<file path="src/rtl/index_decoder_pkg.sv">
// Shared sizing for the sparse index decoder.
// Holds the lane counts, index range, tile and filter dimensions, and the
// element types that the top, the sub-decoders and the interface all use.
package index_decoder_pkg;

   localparam int I          = 4;
   localparam int F          = 4;
   localparam int MAX_INDEX  = 16;
   localparam int MAX_NUM_HT = 32;
   localparam int MAX_NUM_WT = 32;
   localparam int MAX_SIZE_R = 11;
   localparam int MAX_SIZE_S = 11;
   localparam int KC         = 8;

   localparam int IDX_W     = $clog2(MAX_INDEX);
   localparam int IN_SIDE_W = $clog2(MAX_NUM_HT) + 1;
   localparam int IN_ROW_W  = $clog2(MAX_NUM_HT) + 1;
   localparam int IN_COL_W  = $clog2(MAX_NUM_WT) + 1;
   localparam int F_SIZE_W  = $clog2(MAX_SIZE_R * MAX_SIZE_S) + 1;
   localparam int F_SIDE_W  = $clog2(MAX_SIZE_R) + 1;
   localparam int F_ROW_W   = $clog2(MAX_SIZE_S) + 1;
   localparam int F_COL_W   = $clog2(MAX_SIZE_R) + 1;
   localparam int K_W       = $clog2(KC) + 1;

   // Running position accumulators; wide enough for long input streams.
   localparam int POS_W  = 16;
   // Group counter: the stored value saturates at KC, one vector adds at most F.
   localparam int KCNT_W = $clog2(KC + F + 1) + 1;

   typedef logic [POS_W-1:0]           pos_t;
   typedef logic [KCNT_W-1:0]          kcnt_t;
   typedef logic signed [IN_ROW_W-1:0] in_row_t;
   typedef logic signed [IN_COL_W-1:0] in_col_t;
   typedef logic signed [F_ROW_W-1:0]  f_row_t;
   typedef logic signed [F_COL_W-1:0]  f_col_t;

   // Once a lane is past the last filter of the group it stays invalid, so
   // the stored counter never needs to exceed KC.
   function automatic kcnt_t k_sat(input kcnt_t k);
      return (k > kcnt_t'(KC)) ? kcnt_t'(KC) : k;
   endfunction

endpackage

</file>
<file path="src/rtl/index_decoder_if.sv">
// Bundle of all decoder data/control signals.
// slave : used by index_decoder (controls and index vectors in, positions out)
// master: used by whoever drives the decoder
interface index_decoder_if;
   import index_decoder_pkg::*;

   logic                        stall;
   logic                        next_a;
   logic                        decode_restart;
   logic                        first_Ex_state_cycle;
   logic [I-1:0][IDX_W-1:0]     input_index_vector;
   logic [IN_SIDE_W-1:0]        input_side_length;
   in_row_t [I-1:0]             in_row_num;
   in_col_t [I-1:0]             in_col_num;
   logic [F-1:0][IDX_W-1:0]     filter_index_vector;
   logic [F_SIZE_W-1:0]         each_filter_size;
   logic [F_SIDE_W-1:0]         filter_side_length;
   logic                        Layer_change_flag;
   logic                        K_changing;
   f_row_t [F-1:0]              f_row_num;
   f_col_t [F-1:0]              f_col_num;
   logic [F-1:0][K_W-1:0]       k_num;
   logic [F-1:0]                res_rdy;

   modport slave (
      input  stall, next_a, decode_restart, first_Ex_state_cycle,
             input_index_vector, input_side_length,
             filter_index_vector, each_filter_size, filter_side_length,
             Layer_change_flag, K_changing,
      output in_row_num, in_col_num, f_row_num, f_col_num, k_num, res_rdy
   );

   modport master (
      output stall, next_a, decode_restart, first_Ex_state_cycle,
             input_index_vector, input_side_length,
             filter_index_vector, each_filter_size, filter_side_length,
             Layer_change_flag, K_changing,
      input  in_row_num, in_col_num, f_row_num, f_col_num, k_num, res_rdy
   );

endinterface

</file>
<file path="src/rtl/index_decoder_filter.sv">
// Filter-weight index decoder.
// Decodes F zero-run counts every unstalled cycle into (row, col, k) within a
// group of KC filters of R*S weights each.
// clk, rst, stall               : clock, sync reset, freeze
// restart                       : decode from (0, k0) and clear fb/kb
// layer_change                  : force res_rdy low for this decode
// index_vector                  : zero-run counts
// filter_size, side_length      : R*S and filter side
// row_num, col_num, k_num       : registered per-lane position and filter index
// res_rdy                       : per-lane valid (k still inside the group)
module index_decoder_filter import index_decoder_pkg::*; (
   input  logic                    clk,
   input  logic                    rst,
   input  logic                    stall,
   input  logic                    restart,
   input  logic                    layer_change,
   input  logic [F-1:0][IDX_W-1:0] index_vector,
   input  logic [F_SIZE_W-1:0]     filter_size,
   input  logic [F_SIDE_W-1:0]     side_length,
   output f_row_t [F-1:0]          row_num,
   output f_col_t [F-1:0]          col_num,
   output logic [F-1:0][K_W-1:0]   k_num,
   output logic [F-1:0]            res_rdy
);

   pos_t   fb;
   kcnt_t  kb;
   pos_t   pos   [F];
   kcnt_t  kc    [F];
   f_row_t row_d [F];
   f_col_t col_d [F];

   // Crossing the end of a filter wraps the position once and moves this
   // lane, and every later lane through the running k, to the next filter.
   always_comb begin : decode
      pos_t  p;
      kcnt_t k;
      p = restart ? pos_t'(0) : fb;
      k = restart ? kcnt_t'(0) : kb;
      for (int n = 0; n < F; n++) begin
         p = p + pos_t'(index_vector[n]) + ((n == 0) ? pos_t'(0) : pos_t'(1));
         if (p >= pos_t'(filter_size)) begin
            p = p - pos_t'(filter_size);
            k = k + kcnt_t'(1);
         end
         pos[n] = p;
         kc[n]  = k;
      end
   end

   for (genvar g = 0; g < F; g++) begin : g_lane
      pos_divmod #(
         .POS_W (POS_W),
         .SIDE_W(F_SIDE_W),
         .Q_W   (F_ROW_W),
         .R_W   (F_COL_W)
      ) u_divmod (
         .pos (pos[g]),
         .side(side_length),
         .quo (row_d[g]),
         .rem (col_d[g])
      );
   end

   always_ff @(posedge clk) begin
      if (rst) begin
         fb      <= '0;
         kb      <= '0;
         row_num <= '0;
         col_num <= '0;
         k_num   <= '0;
         res_rdy <= '0;
      end else if (!stall) begin
         for (int n = 0; n < F; n++) begin
            row_num[n] <= row_d[n];
            col_num[n] <= col_d[n];
            k_num[n]   <= K_W'(k_sat(kc[n]));
            res_rdy[n] <= !layer_change && (kc[n] < kcnt_t'(KC));
         end
         // A restart both decodes this vector from zero and leaves the
         // stream base at zero for the following vector.
         if (restart) begin
            fb <= '0;
            kb <= '0;
         end else begin
            fb <= pos[F-1] + pos_t'(1);
            kb <= k_sat(kc[F-1]);
         end
      end
   end

endmodule

</file>
<file path="src/rtl/index_decoder_input.sv">
// Input-activation index decoder.
// Turns I zero-run counts into I (row, col) positions in the input tile.
// clk, rst, stall                  : clock, sync reset, freeze
// next_a                           : decode index_vector and advance base
// decode_restart                   : base <= 0, outputs hold
// first_Ex_state_cycle             : decode from base 0 instead of stored base
// index_vector, side_length        : zero-run counts, tile side
// row_num, col_num                 : registered per-lane positions
module index_decoder_input import index_decoder_pkg::*; (
   input  logic                    clk,
   input  logic                    rst,
   input  logic                    stall,
   input  logic                    next_a,
   input  logic                    decode_restart,
   input  logic                    first_Ex_state_cycle,
   input  logic [I-1:0][IDX_W-1:0] index_vector,
   input  logic [IN_SIDE_W-1:0]    side_length,
   output in_row_t [I-1:0]         row_num,
   output in_col_t [I-1:0]         col_num
);

   pos_t    base;
   pos_t    pos   [I];
   in_row_t row_d [I];
   in_col_t col_d [I];

   // Each nonzero sits after its run of zeros, one slot past the previous nonzero.
   always_comb begin
      pos[0] = (first_Ex_state_cycle ? pos_t'(0) : base) + pos_t'(index_vector[0]);
      for (int n = 1; n < I; n++) begin
         pos[n] = pos[n-1] + pos_t'(index_vector[n]) + pos_t'(1);
      end
   end

   for (genvar g = 0; g < I; g++) begin : g_lane
      pos_divmod #(
         .POS_W (POS_W),
         .SIDE_W(IN_SIDE_W),
         .Q_W   (IN_ROW_W),
         .R_W   (IN_COL_W)
      ) u_divmod (
         .pos (pos[g]),
         .side(side_length),
         .quo (row_d[g]),
         .rem (col_d[g])
      );
   end

   always_ff @(posedge clk) begin
      if (rst) begin
         base    <= '0;
         row_num <= '0;
         col_num <= '0;
      end else if (!stall) begin
         if (decode_restart) begin
            base <= '0;
         end else if (next_a) begin
            base <= pos[I-1] + pos_t'(1);
            for (int n = 0; n < I; n++) begin
               row_num[n] <= row_d[n];
               col_num[n] <= col_d[n];
            end
         end
      end
   end

endmodule

</file>
<file path="src/rtl/pos_divmod.sv">
// Linear position -> (row, col) for a square tile of the given side.
// pos  : linear position
// side : tile side length (0 yields row = col = 0)
// quo  : pos / side, truncated to Q_W bits
// rem  : pos % side, truncated to R_W bits
module pos_divmod #(
   parameter int POS_W  = 16,
   parameter int SIDE_W = 6,
   parameter int Q_W    = 6,
   parameter int R_W    = 6
) (
   input  logic [POS_W-1:0]     pos,
   input  logic [SIDE_W-1:0]    side,
   output logic signed [Q_W-1:0] quo,
   output logic signed [R_W-1:0] rem
);

   logic [POS_W-1:0] side_ext;
   assign side_ext = POS_W'(side);

   always_comb begin
      if (side == '0) begin
         quo = '0;
         rem = '0;
      end else begin
         quo = Q_W'(pos / side_ext);
         rem = R_W'(pos % side_ext);
      end
   end

endmodule

</file>
<file path="src/rtl/index_decoder.sv">
// Sparse index decoder top: input-activation lanes and filter-weight lanes
// decoded side by side from zero-run-length index vectors.
// clk : clock
// rst : synchronous reset, active-high
// bus : index_decoder_if.slave (controls, index vectors, decoded positions)
module index_decoder import index_decoder_pkg::*; (
   input logic           clk,
   input logic           rst,
   index_decoder_if.slave bus
);

   logic filter_restart;
   assign filter_restart = bus.next_a | bus.K_changing | bus.Layer_change_flag;

   index_decoder_input u_input (
      .clk                 (clk),
      .rst                 (rst),
      .stall               (bus.stall),
      .next_a              (bus.next_a),
      .decode_restart      (bus.decode_restart),
      .first_Ex_state_cycle(bus.first_Ex_state_cycle),
      .index_vector        (bus.input_index_vector),
      .side_length         (bus.input_side_length),
      .row_num             (bus.in_row_num),
      .col_num             (bus.in_col_num)
   );

   index_decoder_filter u_filter (
      .clk         (clk),
      .rst         (rst),
      .stall       (bus.stall),
      .restart     (filter_restart),
      .layer_change(bus.Layer_change_flag),
      .index_vector(bus.filter_index_vector),
      .filter_size (bus.each_filter_size),
      .side_length (bus.filter_side_length),
      .row_num     (bus.f_row_num),
      .col_num     (bus.f_col_num),
      .k_num       (bus.k_num),
      .res_rdy     (bus.res_rdy)
   );

endmodule

</file>
<file path="src/flat_wrapper.sv">
// flat-port wrapper written by rule: the top's interface ports become plain ports
module index_decoder_flat import index_decoder_pkg::*;
  (clk, rst, bus_stall, bus_next_a, bus_decode_restart, bus_first_Ex_state_cycle, bus_input_index_vector, bus_input_side_length, bus_filter_index_vector, bus_each_filter_size, bus_filter_side_length, bus_Layer_change_flag, bus_K_changing, bus_in_row_num, bus_in_col_num, bus_f_row_num, bus_f_col_num, bus_k_num, bus_res_rdy);
  index_decoder_if bus_i ();
  input logic clk;
  input logic rst;
  input wire logic [$bits(bus_i.stall)-1:0] bus_stall;
  input wire logic [$bits(bus_i.next_a)-1:0] bus_next_a;
  input wire logic [$bits(bus_i.decode_restart)-1:0] bus_decode_restart;
  input wire logic [$bits(bus_i.first_Ex_state_cycle)-1:0] bus_first_Ex_state_cycle;
  input wire logic [$bits(bus_i.input_index_vector)-1:0] bus_input_index_vector;
  input wire logic [$bits(bus_i.input_side_length)-1:0] bus_input_side_length;
  input wire logic [$bits(bus_i.filter_index_vector)-1:0] bus_filter_index_vector;
  input wire logic [$bits(bus_i.each_filter_size)-1:0] bus_each_filter_size;
  input wire logic [$bits(bus_i.filter_side_length)-1:0] bus_filter_side_length;
  input wire logic [$bits(bus_i.Layer_change_flag)-1:0] bus_Layer_change_flag;
  input wire logic [$bits(bus_i.K_changing)-1:0] bus_K_changing;
  output wire logic [$bits(bus_i.in_row_num)-1:0] bus_in_row_num;
  output wire logic [$bits(bus_i.in_col_num)-1:0] bus_in_col_num;
  output wire logic [$bits(bus_i.f_row_num)-1:0] bus_f_row_num;
  output wire logic [$bits(bus_i.f_col_num)-1:0] bus_f_col_num;
  output wire logic [$bits(bus_i.k_num)-1:0] bus_k_num;
  output wire logic [$bits(bus_i.res_rdy)-1:0] bus_res_rdy;
  assign bus_i.stall = bus_stall;
  assign bus_i.next_a = bus_next_a;
  assign bus_i.decode_restart = bus_decode_restart;
  assign bus_i.first_Ex_state_cycle = bus_first_Ex_state_cycle;
  assign bus_i.input_index_vector = bus_input_index_vector;
  assign bus_i.input_side_length = bus_input_side_length;
  assign bus_i.filter_index_vector = bus_filter_index_vector;
  assign bus_i.each_filter_size = bus_each_filter_size;
  assign bus_i.filter_side_length = bus_filter_side_length;
  assign bus_i.Layer_change_flag = bus_Layer_change_flag;
  assign bus_i.K_changing = bus_K_changing;
  assign bus_in_row_num = bus_i.in_row_num;
  assign bus_in_col_num = bus_i.in_col_num;
  assign bus_f_row_num = bus_i.f_row_num;
  assign bus_f_col_num = bus_i.f_col_num;
  assign bus_k_num = bus_i.k_num;
  assign bus_res_rdy = bus_i.res_rdy;
  index_decoder u_core (.clk(clk), .rst(rst), .bus(bus_i));
endmodule
</file>
<file path="config.mk">
export PLATFORM = sky130hd
export DESIGN_NAME = index_decoder_flat
export DESIGN_NICKNAME = d
export VERILOG_FILES = /design/src/rtl/index_decoder_pkg.sv /design/src/rtl/index_decoder_if.sv /design/src/rtl/index_decoder_filter.sv /design/src/rtl/index_decoder_input.sv /design/src/rtl/pos_divmod.sv /design/src/rtl/index_decoder.sv /design/src/flat_wrapper.sv
export SDC_FILE = /design/constraint.sdc
export NUM_CORES = 2
export LEC_CHECK = 0
export ABC_AREA = 1
export BUFFER_PORTS_ARGS = -buffer_cell sky130_fd_sc_hd__clkbuf_2
export CORE_MARGIN = 2
export CORE_UTILIZATION = 35
export CTS_CLUSTER_DIAMETER = 40
export DETAILED_ROUTE_END_ITERATION = 10
export GPL_TIMING_DRIVEN = 0
export PLACE_DENSITY = 0.58
export SLEW_MARGIN = 40
export SYNTH_ARGS = -nofsm -noshare
export SYNTH_HDL_FRONTEND = slang
export SYNTH_SLANG_ARGS = --single-unit
</file>
<file path="constraint.sdc">
create_clock -name clk -period 118 [get_ports clk]
set_input_delay 29.5 -clock clk [delete_from_list [all_inputs] [get_ports clk]]
set_output_delay 29.5 -clock clk [all_outputs]
set_load 0.01 [all_outputs]
</file>
**After elaboration in Yosys (flattened, before gate mapping)**

Cells that the tools add are included.

- Memories kept: 0
- Input port bits: 59
- ROM bits: 0
- Output and inout port bits: 108
- Word-level logic and storage cells: 125
- Latch bits: 0
- Memory bits (writable): 0
- Bits in registers: 145

- Order comparisons: 12
- Bitwise operators: 4
- Div/mod/pow operators: 16
- Multipliers: 0
- Add/sub/neg operators: 24
- Shift operators: 0
- Reduce and logical (&&, ||, !) cells: 10
- Muxes and demuxes: 35
- Equal/unequal tests: 0

Operators by type and width:

| kind | number |
|---|---|
| two-way mux 16 bit | 9 |
| adder 16 x 1 -> 16 bit (second input constant) | 8 |
| adder 16 x 4 -> 16 bit | 8 |
| two-way mux 5 bit | 15 |
| divider 16 x 5 -> 16 bit | 4 |
| divider 16 x 6 -> 16 bit | 4 |
| >= comparator 16 x 8 -> 1 bit | 4 |
| remainder unit 16 x 5 -> 16 bit | 4 |
| remainder unit 16 x 6 -> 16 bit | 4 |
| subtractor 16 x 8 -> 16 bit | 4 |
| two-way mux 6 bit | 8 |
| adder 5 x 1 -> 5 bit (second input constant) | 4 |
| > comparator 5 x 4 -> 1 bit (second input constant) | 4 |
| less-than comparator 5 x 4 -> 1 bit (second input constant) | 4 |
| two-way mux 4 bit | 3 |
| logical NOT 6 bit | 1 |
| logical NOT 5 bit | 1 |
| logical AND 1 bit | 4 |
| AND reduction 3 bit | 1 |
| inverter 1 bit | 2 |
| bitwise OR 1 bit | 2 |
| AND reduction 2 bit | 1 |
| nonzero test 2 bit | 1 |
| logical NOT 1 bit | 1 |

**Logic depth before layout (Yosys ltp)**

- Depth after elaboration: 21
- Depth in mapped cells: 270
- Gate-level depth less buffers: 258

**Hierarchy**

A second synthesis with hierarchy kept.

- Cell total of the unflattened synthesis: 10,119
- Area, all modules: 59,200.5 sq um

By module, submodules not included:

| module | area each (sq um) | times used | cells each | seq. area each (sq um) |
|---|---|---|---|---|
| pos_divmod (u_core.u_filter.g_lane[0].u_divmod ...) | 5,721.7 | 3 | 1,014 | 0.0 |
| pos_divmod (u_core.u_input.g_lane[0].u_divmod ...) | 5,460.2 | 3 | 947 | 0.0 |
| index_decoder_filter | 9,504.1 | 1 | 1,502 | 1,621.6 |
| pos_divmod (u_core.u_input.g_lane[3].u_divmod) | 5,769.3 | 1 | 973 | 0.0 |
| pos_divmod (u_core.u_filter.g_lane[2].u_divmod) | 5,627.9 | 1 | 1,000 | 0.0 |
| index_decoder_input | 4,742.0 | 1 | 758 | 1,281.2 |
| index_decoder | 11.3 | 1 | 3 | 0.0 |

**Worst setup path after synthesis**

Ideal clock, no wire load.

- Kind: input -> register
- Start: input bus_K_changing
- End: register u_core.u_filter.col_num[15] in the netlist's numbering
- Library setup time: 113 ps
- Setup slack: 52,217 ps
- Stages: 259
- Data required time: 117,887 ps
- Data arrival time: 65,669 ps
- Path through: nor2_4 buf_12 nand2_8 buf_4 nor2_1 ha_1 inv_2 fa_1 nor2_1 nor2_4 nor3_1 xor2_1 inv_1 ha_1 nand2_1 nor3_1 nand2_1 o211ai_1 [... 223 more ...] a21oi_1 nand3_4 nor2_4 nand3_4 buf_6 o21ai_1 inv_1 ha_1 nand2_1 nor2_1 a211oi_1 o21ai_0 nand3_1 nand2_4 nor2_8 nand4_1 nand3_1 nand2_1

- Longest elaborated chain between the ends: 20

Ends and longest elaborated chain:

| item | line | RTL |
|---|---|---|
| start: declaration | flat_wrapper.sv:17 | `input wire logic [$bits(bus_i.K_changing)-1:0] bus_K_changing;` |
| bitwise OR 1 bit (*) (2 in a row) | index_decoder.sv:13 | `assign filter_restart = bus.next_a \| bus.K_changing \| bus.Layer_change_flag;` |
| two-way mux 16 bit (*) | index_decoder_filter.sv:38 | `p = restart ? pos_t'(0) : fb;` |
| adder 16 x 4 -> 16 bit (*) | index_decoder_filter.sv:41 | `p = p + pos_t'(index_vector[n]) + ((n == 0) ? pos_t'(0) : pos_t'(1));` |
| subtractor 16 x 8 -> 16 bit / >= comparator 16 x 8 -> 1 bit (equally long branches) | index_decoder_filter.sv:43, index_decoder_filter.sv:42 |  |
| two-way mux 16 bit (*) | index_decoder_filter.sv:42 | `if (p >= pos_t'(filter_size)) begin` |
| adder 16 x 4 -> 16 bit (*) | index_decoder_filter.sv:41 |  |
| adder 16 x 1 -> 16 bit (*) | index_decoder_filter.sv:41 |  |
| subtractor 16 x 8 -> 16 bit / >= comparator 16 x 8 -> 1 bit (equally long branches) | index_decoder_filter.sv:43, index_decoder_filter.sv:42 |  |
| [... 3 more ...] | -- |  |
| subtractor 16 x 8 -> 16 bit / >= comparator 16 x 8 -> 1 bit (equally long branches) | index_decoder_filter.sv:43, index_decoder_filter.sv:42 |  |
| two-way mux 16 bit (*) | index_decoder_filter.sv:42 |  |
| adder 16 x 4 -> 16 bit (*) | index_decoder_filter.sv:41 |  |
| adder 16 x 1 -> 16 bit (*) | index_decoder_filter.sv:41 |  |
| subtractor 16 x 8 -> 16 bit / >= comparator 16 x 8 -> 1 bit (equally long branches) | index_decoder_filter.sv:43, index_decoder_filter.sv:42 |  |
| two-way mux 16 bit (*) | index_decoder_filter.sv:42 |  |
| remainder unit 16 x 5 -> 16 bit (*) | pos_divmod.sv:27 | `rem = R_W'(pos % side_ext);` |
| two-way mux 5 bit (*) | pos_divmod.sv:22 | `if (side == '0) begin` |
| end signal: indexed assignment | index_decoder_filter.sv:76 | `col_num[n] <= col_d[n];` |
| end: declaration | index_decoder_filter.sv:21 | `output f_col_t [F-1:0] col_num,` |

Every way passes the cells marked *; elsewhere a longest branch is shown, timed or not.
A chain may end at the register's enable or synchronous reset.

**Worst setup path in the final report**

- Start: input bus_next_a
- End: register u_core.u_filter.col_num[16] in the netlist's numbering

- Longest elaborated chain between the ends: 20

Ends and longest elaborated chain:

| item | line | RTL |
|---|---|---|
| start: declaration | flat_wrapper.sv:8 | `input wire logic [$bits(bus_i.next_a)-1:0] bus_next_a;` |
| bitwise OR 1 bit (*) (2 in a row) | index_decoder.sv:13 |  |
| two-way mux 16 bit (*) | index_decoder_filter.sv:38 |  |
| adder 16 x 4 -> 16 bit (*) | index_decoder_filter.sv:41 |  |
| subtractor 16 x 8 -> 16 bit / >= comparator 16 x 8 -> 1 bit (equally long branches) | index_decoder_filter.sv:43, index_decoder_filter.sv:42 |  |
| two-way mux 16 bit (*) | index_decoder_filter.sv:42 |  |
| adder 16 x 4 -> 16 bit (*) | index_decoder_filter.sv:41 |  |
| adder 16 x 1 -> 16 bit (*) | index_decoder_filter.sv:41 |  |
| subtractor 16 x 8 -> 16 bit / >= comparator 16 x 8 -> 1 bit (equally long branches) | index_decoder_filter.sv:43, index_decoder_filter.sv:42 |  |
| [... 3 more ...] | -- |  |
| subtractor 16 x 8 -> 16 bit / >= comparator 16 x 8 -> 1 bit (equally long branches) | index_decoder_filter.sv:43, index_decoder_filter.sv:42 |  |
| two-way mux 16 bit (*) | index_decoder_filter.sv:42 |  |
| adder 16 x 4 -> 16 bit (*) | index_decoder_filter.sv:41 |  |
| adder 16 x 1 -> 16 bit (*) | index_decoder_filter.sv:41 |  |
| subtractor 16 x 8 -> 16 bit / >= comparator 16 x 8 -> 1 bit (equally long branches) | index_decoder_filter.sv:43, index_decoder_filter.sv:42 |  |
| two-way mux 16 bit (*) | index_decoder_filter.sv:42 |  |
| remainder unit 16 x 5 -> 16 bit (*) | pos_divmod.sv:27 |  |
| two-way mux 5 bit (*) | pos_divmod.sv:22 |  |

Marks and branches as above.

==> flow_metrics.env <==
export IMPL_status="completed"
export IMPL_timing_critical_path_slowest_stage_cell="o21ai_1"
export IMPL_tritoncts="done"
export IMPL_layout_commonest_cell="nand2_1"
export IMPL_drt_initial_drc_count=2670
export IMPL_synth_flop_cell="dfxtp_1"
export IMPL_gr_total_overflow=0
export IMPL_yosys_area_share_adder_pct=18.37
export IMPL_critical_path_reg2reg_startpoint="u_core.u_filter.fb[0]"
export IMPL_timing_critical_path_from_type="input port"
export IMPL_critPathMostFrequentCell="nand2_1"
export IMPL_max_slew_worst_pin_slew_ns=0.9101
export IMPL_detailedPlacementHpwl_mm=124.6
export IMPL_grt_total_usage_pct=20.06
export IMPL_min_path_type="flip-flop to flip-flop"
export IMPL_floorplan_die_area_um2=144700
export IMPL_preCtsSetupSlack_ns=44.58
export IMPL_gpl_final_weighted_congestion=0.9223
export IMPL_cts_setup_buffers=0
export IMPL_route_final_wire_length_mm=148.3
export IMPL_cts_root_buffer_cell="clkbuf_16"
export IMPL_crit_type="input port to flip-flop"
export IMPL_instances_no_fill=10180
export IMPL_vias_per_cell=4.975
export IMPL_cell_area_after_placement_um2=53110
export IMPL_placed_cells=10150
export IMPL_final_design_area_excluding_fillers_um2=53700
export IMPL_synth_seq_area_share_pct=5.855
export IMPL_cts_max_level=4
export IMPL_synthArstFlopShare_pct=0
export IMPL_rows=138
export IMPL_i_o_pin_count=167
export IMPL_setup_tns_ns=0
export IMPL_yosys_area_share_xor_xnor_pct=10.99
export IMPL_hold_start="u_core.u_filter.kb[4]"
export IMPL_r2r_end="u_core.u_filter.col_num[16]"
export IMPL_ctsResizeCount=0
export IMPL_cts_buffer_depth=2
export IMPL_crit_arrival_ns=73.53
export IMPL_post_synth_inst_count=8078
export IMPL_drive_gt1_share_pct=11.05
export IMPL_cts_hold_repair_buffers=0
export IMPL_layout_worst_path_cycle_share_pct=61.92
export IMPL_cp_required_ns=118.46
export IMPL_synthesis_area_per_instance_um2=6.137
export IMPL_synth_mux_area_share_pct=0
export IMPL_maximum_number_of_pins_on_one_net_before_global_route_repair=51
export IMPL_clk_latency_ns=0.54
export IMPL_cts_sinks=145
export IMPL_synth_top_family_by_area="simple AND/OR/NAND/NOR gates"
export IMPL_area_growth_syn_to_fin_pct=8.319
export IMPL_vias_in_the_first_global_route=46830
export IMPL_timing_fmax_ghz=0.01369
export IMPL_synth_seq_cells=145
export IMPL_grt_setup_unrepaired="no"
export IMPL_finalMaxSlewViolations=0
export IMPL_vias=50650
export IMPL_antenna_found_initial=4
export IMPL_whs_path_depth=2
export IMPL_tritoncts_num_buffers=17
export IMPL_synth_enable_flop_cells=0
export IMPL_mostFrequentLayoutCells="nand2_1, inv_1, nor2_1, ha_1, o21ai_0"
export IMPL_global_route_wire_length_before_repair_mm=239.8
export IMPL_wl_per_cell_um=14.57
export IMPL_ff2ff_setup_slack_ns=74.34
export IMPL_critPathMaxStageDelay_ns=0.48
export IMPL_drt_antenna_violating_nets=0
export IMPL_timing_final_hold_violations=0
export IMPL_synthesis_area_um2=49580
export IMPL_design_core_area_um2=141100
export IMPL_postSynthNetCount=8853
export IMPL_reg2reg_depth=259
export IMPL_die_width_um=380.4
export IMPL_clock_slew_at_reported_path_ffs_ns=0.07
export IMPL_fin_skew_ns=0.02492
export IMPL_synth_warnings=0
export IMPL_first_pass_detailed_route_iteration_total=6
export IMPL_layout_min_cycle_time_ns=73.07
export IMPL_max_cap_violations=0
export IMPL_die_h_um=380.4
export IMPL_setup_viol_count_final=0
export IMPL_hold_path_endpoint="u_core.u_filter.kb[4]"
export IMPL_worst_setup_path_end_kind="flip-flop"
export IMPL_post_synth_and_or_nand_nor_area_fraction_pct=37.21
export IMPL_fillers=15300
export IMPL_synth_cell_type_count=94
export IMPL_timing_max_slew_rel_slack_pct=38.68
export IMPL_nets=9050
export IMPL_synth_compound_area_share_pct=16.66
export IMPL_port_buffer_count=165
export IMPL_detail_route_drc_violations=0
export IMPL_setup_ws_ns=44.93
export IMPL_start_util_pct=35.14
export IMPL_worst_path_max_fanout=10
==> sequential cells by signal (all words and copies together) (netlist names) <==
name	flops
u_core.u_filter.k_num	16
u_core.u_filter.res_rdy	4
u_core.u_filter.fb	16
u_core.u_input.col_num	24
u_core.u_filter.kb	5
u_core.u_input.row_num	24
u_core.u_filter.col_num	20
u_core.u_input.base	16
u_core.u_filter.row_num	20
==> how the worst max path moves through the flow <==
stage                   start                           to  slack, ns  cells past startpoint
2_1_floorplan  bus_K_changing  u_core.u_filter.col_num[15]      52.22                    259
3_3_place_gp       bus_next_a  u_core.u_filter.col_num[17]      44.97                    262
3_5_place_dp       bus_next_a  u_core.u_filter.col_num[16]      44.58                    263
4_1_cts            bus_next_a  u_core.u_filter.col_num[16]      45.01                    263
5_1_grt            bus_next_a  u_core.u_filter.col_num[16]      40.34                    264
6_report           bus_next_a  u_core.u_filter.col_num[16]      44.93                    263
==> metal layers <==
metal / vias up / GRT usage [%] / share of wire (%)
met2: 728 / 34.58 / 46
met3: 131 / 2.376 / 3.9
met1: 22850 / 26.37 / 47
met5: - / 0 / 0.0088
met4: 2 / 4.968 / 2.4
li1: 26940 / - / -
==> logic make-up (layout without fill, tap and decap cells) <==
logic type / after synthesis / count (layout)
adders and majority gates: 716 / 716
other: 0 / 3
xor gates and xnor gates: 616 / 616
DFF: 145 / 145
buffers and inverters: 1320 / 1530
and+or+nand+nor: 3855 / 3855
AOI/OAI and AO/OA: 1426 / 1426
==> synth_stat cells, drive strengths merged, types with 94 or more instances <==
cell	instances	area [um2]
o21ai	673	3485
a21o	115	865.8
o21bai	94	713.2
nand3	524	3191
xnor2	265	2328
nor3	96	536.8
ha	696	8708
nand4	167	1140
xor2	351	3119
dfxtp	145	2903
a21oi	377	1898
nand2	2050	8536
inv	1194	4514
nor2	851	3921
==> metrics by stage <==
stage	hold WS, ns	utilization [%]
CTS	0.4392	38.06
global placement	0.4264	37.40
detailed placement	0.4295	37.65
floorplan	0.4164	-
finish	0.4412	38.07
global route	0.4798	38.07
==> final cells by class <==
cell class / instances / area, um2 / area share [%]
diodes: 3 / 7.507 / 0.01398
plain buffers: 102 / 734.5 / 1.368
clock buffers: 18 / 429.2 / 0.7992
clock inverters: 14 / 147.6 / 0.2749
inverters: 1218 / 4731 / 8.810
multi-input cells: 6613 / 41280 / 76.88
flip-flops and latches: 145 / 2903 / 5.406
well taps: 1890 / 2365 / 4.404
repair buffers: 178 / 1099 / 2.046
==> critical path: cells and delay by family <==
kind,cells,cell delay [ns]
xor gates and xnor gates,3,0.64
AOI/OAI and AO/OA,64,12.45
adders and majority gates,26,8.11
buffers and inverters,52,6.43
and+or+nand+nor,118,16.25
Power is not shown: default switching activity piles up to over one toggle a cycle in this logic, so the estimate is an artifact.
